$ cat config.mk
export PLATFORM = sky130hd
export DESIGN_NAME = alu_arbiter
export DESIGN_NICKNAME = d
export VERILOG_FILES = /design/src/rtl/alu_arbiter_pkg.sv /design/src/rtl/alu.sv /design/src/rtl/alu_arbiter.sv
export SDC_FILE = /design/constraint.sdc
export NUM_CORES = 1
export LEC_CHECK = 0
export ABC_CLOCK_PERIOD_IN_PS = 11850
export BUFFER_PORTS_ARGS = -buffer_cell sky130_fd_sc_hd__buf_4
export CORE_AREA = 2 2 182 112
export CTS_CLUSTER_DIAMETER = 200
export DETAILED_ROUTE_END_ITERATION = 12
export DIE_AREA = 0 0 184 114
export MAX_ROUTING_LAYER = met4
export PLACE_DENSITY = 0.78
export SKIP_LAST_GASP = 1
export SLEW_MARGIN = 20
export SYNTH_ARGS = -nofsm -noshare
export SYNTH_HDL_FRONTEND = slang
export SYNTH_SLANG_ARGS = --single-unit
$ cat constraint.sdc
create_clock -name clk -period 11.85 [get_ports clk]
set_clock_uncertainty 0.1 [all_clocks]
set_input_delay 0.5925 -clock clk [delete_from_list [all_inputs] [get_ports clk]]
set_output_delay 0.5925 -clock clk [all_outputs]
set_load 0.1 [all_outputs]
$ cat src/rtl/alu_arbiter_pkg.sv
`default_nettype none
// ============================================================================
// Module   : alu_arbiter_pkg
// Purpose  : Shared constants and types for the two-requester ALU arbiter:
//            datapath width, ALU opcode encodings, FSM state encodings,
//            flag bit positions and the registered operation bundle.
// Revision : 1.0 - initial release
// ============================================================================
package alu_arbiter_pkg;

  localparam int DATA_WIDTH = 32;
  localparam int FLAG_WIDTH = 3;

  // Flag vector layout: {Overflow, CarryOut, Zero}
  localparam int FLAG_OVF   = 2;
  localparam int FLAG_CARRY = 1;
  localparam int FLAG_ZERO  = 0;

  typedef logic [2:0] alu_op_t;

  localparam alu_op_t ALU_AND  = 3'b000;
  localparam alu_op_t ALU_OR   = 3'b001;
  localparam alu_op_t ALU_XOR  = 3'b100;
  localparam alu_op_t ALU_NOR  = 3'b101;
  localparam alu_op_t ALU_ADD  = 3'b010;
  localparam alu_op_t ALU_SUB  = 3'b110;
  localparam alu_op_t ALU_SLT  = 3'b111;
  localparam alu_op_t ALU_SLTU = 3'b011;

  typedef logic [1:0] state_t;

  localparam state_t ST_IDLE = 2'd0;
  localparam state_t ST_EXEC = 2'd1;
  localparam state_t ST_RESP = 2'd2;

  // Operation captured on accept and held for the ALU during EXEC
  typedef struct packed {
    alu_op_t               op;
    logic [DATA_WIDTH-1:0] a;
    logic [DATA_WIDTH-1:0] b;
  } alu_req_t;

endpackage : alu_arbiter_pkg
`default_nettype wire

$ cat src/rtl/alu.sv
`default_nettype none
// ============================================================================
// Module   : alu
// Purpose  : Purely combinational 32-bit ALU.
//            AND/OR/XOR/NOR, ADD, SUB, SLT (signed) and SLTU (unsigned).
//            SUB/SLT/SLTU all evaluate A-B; their CarryOut is a borrow
//            (set when A < B unsigned). Zero is computed on Result.
// Ports    : i_A, i_B   - operands
//            i_ALUop    - opcode (see alu_arbiter_pkg)
//            o_Result   - result
//            o_flags    - {Overflow, CarryOut, Zero}
// Revision : 1.0 - initial release
// ============================================================================
module alu
  import alu_arbiter_pkg::*;
(
  input  logic [DATA_WIDTH-1:0] i_A,
  input  logic [DATA_WIDTH-1:0] i_B,
  input  alu_op_t               i_ALUop,
  output logic [DATA_WIDTH-1:0] o_Result,
  output logic [FLAG_WIDTH-1:0] o_flags
);

  localparam int MSB = DATA_WIDTH - 1;

  logic                  w_is_sub;
  logic [DATA_WIDTH-1:0] w_b_eff;
  logic [DATA_WIDTH:0]   w_sum;
  logic                  w_ovf_arith;
  logic [DATA_WIDTH-1:0] w_result;
  logic                  w_ovf;
  logic                  w_carry;

  assign w_is_sub = (i_ALUop == ALU_SUB) || (i_ALUop == ALU_SLT) || (i_ALUop == ALU_SLTU);
  assign w_b_eff  = w_is_sub ? ~i_B : i_B;

  // One adder serves ADD and A-B (two's complement: A + ~B + 1)
  assign w_sum = {1'b0, i_A} + {1'b0, w_b_eff} + {{DATA_WIDTH{1'b0}}, w_is_sub};

  // Signed overflow: operands of equal sign producing a sum of the other sign
  assign w_ovf_arith = (i_A[MSB] == w_b_eff[MSB]) && (w_sum[MSB] != i_A[MSB]);

  always_comb begin
    w_result = '0;
    w_ovf    = 1'b0;
    w_carry  = 1'b0;
    case (i_ALUop)
      ALU_AND:  w_result = i_A & i_B;
      ALU_OR:   w_result = i_A | i_B;
      ALU_XOR:  w_result = i_A ^ i_B;
      ALU_NOR:  w_result = ~(i_A | i_B);
      ALU_ADD: begin
        w_result = w_sum[MSB:0];
        w_ovf    = w_ovf_arith;
        w_carry  = w_sum[DATA_WIDTH];
      end
      ALU_SUB: begin
        w_result = w_sum[MSB:0];
        w_ovf    = w_ovf_arith;
        w_carry  = ~w_sum[DATA_WIDTH];
      end
      ALU_SLT: begin
        // True sign of A-B is the raw sign corrected by overflow
        w_result = {{(DATA_WIDTH-1){1'b0}}, w_sum[MSB] ^ w_ovf_arith};
        w_ovf    = w_ovf_arith;
        w_carry  = ~w_sum[DATA_WIDTH];
      end
      ALU_SLTU: begin
        w_result = {{(DATA_WIDTH-1){1'b0}}, ~w_sum[DATA_WIDTH]};
        w_ovf    = w_ovf_arith;
        w_carry  = ~w_sum[DATA_WIDTH];
      end
      default: w_result = '0;
    endcase
  end

  assign o_Result              = w_result;
  assign o_flags[FLAG_OVF]     = w_ovf;
  assign o_flags[FLAG_CARRY]   = w_carry;
  assign o_flags[FLAG_ZERO]    = (w_result == '0);

endmodule : alu
`default_nettype wire

$ cat src/rtl/alu_arbiter.sv
`default_nettype none
// ============================================================================
// Module   : alu_arbiter
// Purpose  : Shares a single combinational ALU between two requesters with
//            at most one operation in flight (IDLE -> EXEC -> RESP).
//            Operands are registered on accept, evaluated during EXEC and the
//            result/flags are captured into the owner's response registers.
//            Responses hold under unbounded backpressure.
// Config   : ALU_ARB_FIXED_PRIO_EN - when defined, requester 0 always wins a
//            tie; otherwise round-robin with a 1-bit preference pointer.
// Ports    : clk, rst                     - clock, async active-high reset
//            reqN_valid/reqN_ready        - request handshake, N = 0/1
//            reqN_A/reqN_B/reqN_ALUop     - request operands and opcode
//            rspN_valid/rspN_ready        - response handshake
//            rspN_Result/rspN_flags       - registered result, {OVF,CARRY,ZERO}
// Revision : 1.0 - initial release
// ============================================================================
module alu_arbiter
  import alu_arbiter_pkg::*;
(
  input  logic                  clk,
  input  logic                  rst,

  input  logic                  req0_valid,
  output logic                  req0_ready,
  input  logic [DATA_WIDTH-1:0] req0_A,
  input  logic [DATA_WIDTH-1:0] req0_B,
  input  logic [2:0]            req0_ALUop,

  input  logic                  req1_valid,
  output logic                  req1_ready,
  input  logic [DATA_WIDTH-1:0] req1_A,
  input  logic [DATA_WIDTH-1:0] req1_B,
  input  logic [2:0]            req1_ALUop,

  output logic                  rsp0_valid,
  input  logic                  rsp0_ready,
  output logic [DATA_WIDTH-1:0] rsp0_Result,
  output logic [FLAG_WIDTH-1:0] rsp0_flags,

  output logic                  rsp1_valid,
  input  logic                  rsp1_ready,
  output logic [DATA_WIDTH-1:0] rsp1_Result,
  output logic [FLAG_WIDTH-1:0] rsp1_flags
);

  state_t                r_state;
  state_t                w_next_state;
  alu_req_t              r_op;
  logic                  r_owner;

  logic                  w_grant_valid;
  logic                  w_grant_id;
  logic                  w_accept;
  logic                  w_owner_rsp_ready;
  alu_req_t              w_req0;
  alu_req_t              w_req1;
  logic [DATA_WIDTH-1:0] w_alu_result;
  logic [FLAG_WIDTH-1:0] w_alu_flags;

  assign w_req0 = '{op: req0_ALUop, a: req0_A, b: req0_B};
  assign w_req1 = '{op: req1_ALUop, a: req1_A, b: req1_B};

  assign w_grant_valid     = req0_valid | req1_valid;
  assign w_accept          = (r_state == ST_IDLE) && w_grant_valid;
  assign w_owner_rsp_ready = r_owner ? rsp1_ready : rsp0_ready;

  // --------------------------------------------------------------------------
  // Grant selection
  // --------------------------------------------------------------------------
`ifdef ALU_ARB_FIXED_PRIO_EN
  // Requester 0 wins whenever it is valid
  assign w_grant_id = ~req0_valid;
`else
  logic r_ptr;

  always_comb begin
    if (req0_valid && req1_valid) begin
      w_grant_id = r_ptr;
    end else begin
      w_grant_id = req1_valid;
    end
  end

  // After every grant the other requester becomes preferred
  always_ff @(posedge clk or posedge rst) begin
    if (rst) begin
      r_ptr <= 1'b0;
    end else if (w_accept) begin
      r_ptr <= ~w_grant_id;
    end
  end
`endif

  // --------------------------------------------------------------------------
  // FSM: state register
  // --------------------------------------------------------------------------
  always_ff @(posedge clk or posedge rst) begin
    if (rst) begin
      r_state <= ST_IDLE;
    end else begin
      r_state <= w_next_state;
    end
  end

  // --------------------------------------------------------------------------
  // FSM: next-state logic
  // --------------------------------------------------------------------------
  always_comb begin
    w_next_state = r_state;
    case (r_state)
      ST_IDLE: if (w_accept)          w_next_state = ST_EXEC;
      ST_EXEC:                        w_next_state = ST_RESP;
      ST_RESP: if (w_owner_rsp_ready) w_next_state = ST_IDLE;
      default:                        w_next_state = ST_IDLE;
    endcase
  end

  // --------------------------------------------------------------------------
  // FSM: outputs. Ready is masked by rst so nothing looks accepted while the
  // block is held in reset even though the state register reads IDLE.
  // --------------------------------------------------------------------------
  always_comb begin
    req0_ready = 1'b0;
    req1_ready = 1'b0;
    rsp0_valid = 1'b0;
    rsp1_valid = 1'b0;
    if (w_accept && !rst) begin
      req0_ready = ~w_grant_id;
      req1_ready = w_grant_id;
    end
    if (r_state == ST_RESP) begin
      rsp0_valid = ~r_owner;
      rsp1_valid = r_owner;
    end
  end

  // --------------------------------------------------------------------------
  // Operation capture on accept
  // --------------------------------------------------------------------------
  always_ff @(posedge clk or posedge rst) begin
    if (rst) begin
      r_op    <= '0;
      r_owner <= 1'b0;
    end else if (w_accept) begin
      r_op    <= w_grant_id ? w_req1 : w_req0;
      r_owner <= w_grant_id;
    end
  end

  alu u_alu (
    .i_A      (r_op.a),
    .i_B      (r_op.b),
    .i_ALUop  (r_op.op),
    .o_Result (w_alu_result),
    .o_flags  (w_alu_flags)
  );

  // --------------------------------------------------------------------------
  // Response registers: only the owner's copy is written at the end of EXEC,
  // the other keeps its previous value.
  // --------------------------------------------------------------------------
  always_ff @(posedge clk or posedge rst) begin
    if (rst) begin
      rsp0_Result <= '0;
      rsp0_flags  <= '0;
      rsp1_Result <= '0;
      rsp1_flags  <= '0;
    end else if (r_state == ST_EXEC) begin
      if (r_owner) begin
        rsp1_Result <= w_alu_result;
        rsp1_flags  <= w_alu_flags;
      end else begin
        rsp0_Result <= w_alu_result;
        rsp0_flags  <= w_alu_flags;
      end
    end
  end

endmodule : alu_arbiter
`default_nettype wire

==> flow_metrics.env <==
export IMPL_tritoncts="done"
export IMPL_ctsHoldBuffers=0
export IMPL_r2r_start="r_op[65]$_DFFE_PP0P_"
export IMPL_critical_path_required_ps=12080
export IMPL_rsz0062_at_grt="no"
export IMPL_maxSlewViolCount=0
export IMPL_synth_async_sr_flop_share_pct=100
export IMPL_n_antenna_cell=0
export IMPL_slowest_stage="a211oi_1"
export IMPL_critPathKind="flop to flop"
export IMPL_cp_startpoint="r_op[65]$_DFFE_PP0P_"
export IMPL_antenna_left=0
export IMPL_syn_to_final_growth_pct=23.2
export IMPL_clock_tree_buffer_depth=2
export IMPL_end_kind="flop"
export IMPL_place_ws_ps=7040
export IMPL_synth_compound_area_share_pct=23.5
export IMPL_netlist_area_um2=10300
export IMPL_vias_per_cell=6.04
export IMPL_vias=9724
export IMPL_numCtsBuffers=17
export IMPL_ys_ff_latch=141
export IMPL_overflow=0
export IMPL_setup_tns_ps=0
export IMPL_cts_setup_buffers=0
export IMPL_reg2reg_depth=16
export IMPL_setup_viol=0
export IMPL_synth_net_count=1420
export IMPL_slowest_delay_ps=650
export IMPL_period_minus_slack_ps=4870
export IMPL_cts_repair_resized=0
export IMPL_worst_pin_slew_ps=1040
export IMPL_yosys_area_share_simple_pct=12.8
export IMPL_placed_cell_area_um2=12000
export IMPL_grt_max_degree=76
export IMPL_final_common_cell="buf_4"
export IMPL_grt_pass1_vias=8909
export IMPL_coreArea_um2=19500
export IMPL_fin_crit_sh_pct=41.1
export IMPL_grtUsageTotal_pct=33.0
export IMPL_outcome="complete, no violations"
export IMPL_placed_cells=1580
export IMPL_yosysWarningCount=0
export IMPL_drive_gt1_share_pct=21.0
export IMPL_remaining_drc_errors=0
export IMPL_gp_congestion=0.984
export IMPL_h_tree_depth=4
export IMPL_seq_area_frac_synth_pct=34.3
export IMPL_synth_avg_cell_area_um2=8.70
export IMPL_num_rows=40
export IMPL_reg2reg_to="rsp0_flags[0]$_DFFE_PP0P_"
export IMPL_grt_pass1_wl_mm=51.2
export IMPL_port_buffers=213
export IMPL_hp_class="input port to asynchronous set/reset pin"
export IMPL_clk_latency_ps=420
export IMPL_worstSetupPathDepth=16
export IMPL_routed_wirelength_mm=32.9
export IMPL_clkTransAtPathRegs_ps=70
export IMPL_io_pin_count=214
export IMPL_synth_fa_ha_area_share_pct=11.9
export IMPL_die_w_um=184
export IMPL_stdcell_count=1611
export IMPL_timing_slew_headroom_pct=30.8
export IMPL_die_h_um=114
export IMPL_clockRootBuffer="clkbuf_16"
export IMPL_drt_iter0_drc=1342
export IMPL_critPathBufInv=3
export IMPL_startpoint_type="flop"
export IMPL_final_cell_mix="buf_4 (225), inv_1 (147), dfrtp_1 (139), nand2_1 (122), o21ai_0 (100)"
export IMPL_hold_violations=0
export IMPL_synthCells=1183
export IMPL_muxShareOfSynthArea_pct=2.42
export IMPL_nets=1584
export IMPL_clkSinkCount=141
export IMPL_ys_flop_type="dfrtp_1"
export IMPL_design_area_um2=12700
export IMPL_dr_pass1_iters=7
export IMPL_setup_ws_ps=6980
export IMPL_wl_per_cell_um=20.4
export IMPL_critical_path_top_delay_family="compound AO/OA/AOI/OAI gates"
export IMPL_worstPathArrival_ps=5100
export IMPL_dp_hpwl_mm=24.7
export IMPL_path_cells="buf_4, o21ai_4, buf_4, xnor2_1, inv_1, fa_1, nand2b_1, a211oi_1, o21bai_1, mux2_2, a211oi_1, and4_1, o211ai_1, nor4_1, nand4_1, o31ai_1"
export IMPL_synth_top_family_by_area="compound AO/OA/AOI/OAI gates"
export IMPL_synth_edf_count=0
export IMPL_antenna_found_initial=0
export IMPL_maxCapViolations=0
export IMPL_synth_xor_area_share_pct=6.55
export IMPL_r2r_slack_ps=6980
export IMPL_initial_core_util_pct=52.7
export IMPL_die_area_um2=21000
export IMPL_max_freq_ghz=0.206
export IMPL_worstPathMaxFanout=33
export IMPL_synthDistinctLibCells=64
per-layer routing:
layer / vias to the layer above / share of wire (%) / GRT usage, %
met5: - / 0 / -
met4: 0 / 0.50 / 5.12
met3: 12 / 14 / 11.4
met2: 543 / 38 / 41.5
met1: 4595 / 48 / 50.7
li1: 4574 / - / -
how the worst max path moves through the flow:
| stage | slack (ps) | to |
|---|---|---|
| 6_report | 6980 | rsp0_flags[0]$_DFFE_PP0P_ |
| 5_1_grt | 6530 | rsp0_flags[0]$_DFFE_PP0P_ |
| 4_1_cts | 7040 | rsp0_flags[0]$_DFFE_PP0P_ |
| 3_5_place_dp | 7040 | rsp0_flags[0]$_DFFE_PP0P_ |
| 3_3_place_gp | 7090 | rsp0_flags[0]$_DFFE_PP0P_ |
| 2_1_floorplan | 6490 | req0_ready |
logic make-up after synthesis:
| logic type | count (synthesis) |
|---|---|
| buf+inv | 229 |
| simple gates | 274 |
| fa+ha+maj | 97 |
| mux | 24 |
| xor+xnor | 77 |
| flops | 141 |
| compound gates | 341 |
worst register-to-register path: cells and delay by family, from the launching register on:
kind	cells	cell delay, ps
AOI/OAI and AO/OA	6	1660
and+or+nand+nor	4	970
buffers and inverters	3	810
adders and majority gates	1	380
DFF	1	360
muxes	1	290
xor gates and xnor gates	1	230
metrics by stage:
| step | hold WS, ps | utilization [%] |
|---|---|---|
| 6_report | 157 | 65.0 |
| 5_1_grt | 195 | 65.0 |
| 4_1_cts | 171 | 64.9 |
| 3_5_place_dp | 373 | 61.6 |
| 3_3_place_gp | 362 | 61.5 |
| 2_1_floorplan | 361 | - |
area by class of cell:
class / instances / area [um^2]
Clock inverter: 13 / 214
Inverter: 148 / 561
Clock buffer: 18 / 429
Multi-Input combinational cell: 813 / 5920
Fill cell: 1616 / 6840
Sequential cell: 141 / 3530
Tap cell: 252 / 315
Timing Repair Buffer: 226 / 1710
cell usage after synthesis (5+ instances only):
cell	number	area share, %
inv_1	148	5.4
dfrtp_1	141	34
nand2_1	124	4.5
o21ai_0	100	4.9
ha_1	96	12
a222oi_1	67	6.5
clkbuf_1	64	2.3
xnor2_1	57	4.9
a21oi_1	45	2.2
nor2_1	41	1.5
a211oi_1	28	2.0
xor2_1	20	1.7
mux2i_1	17	1.7
nor2b_1	16	0.97
nand4_1	14	0.85
a21o_1	13	0.95
and4_1	13	1.1
nor3_1	13	0.63
o211ai_1	11	0.80
and2_1	9	0.55
nand2b_1	9	0.55
nand3_1	9	0.44
a31oi_1	8	0.49
and3_1	8	0.49
buf_1	8	0.29
mux2_2	7	0.77
or3_1	7	0.43
o21a_1	6	0.44
o31a_1	6	0.51
a22oi_1	5	0.36
buf_4	5	0.36
o22ai_1	5	0.30
sequential cells by signal, summed over array words and instances (netlist names):
name         flops
rsp0_Result     32
r_state          2
r_ptr            1
rsp0_flags       3
rsp1_Result     32
rsp1_flags       3
r_op            67
r_owner          1
Power is left out: the tool's default activity adds up to more than one toggle a clock period on the data nets, which glitch-free logic cannot reach.
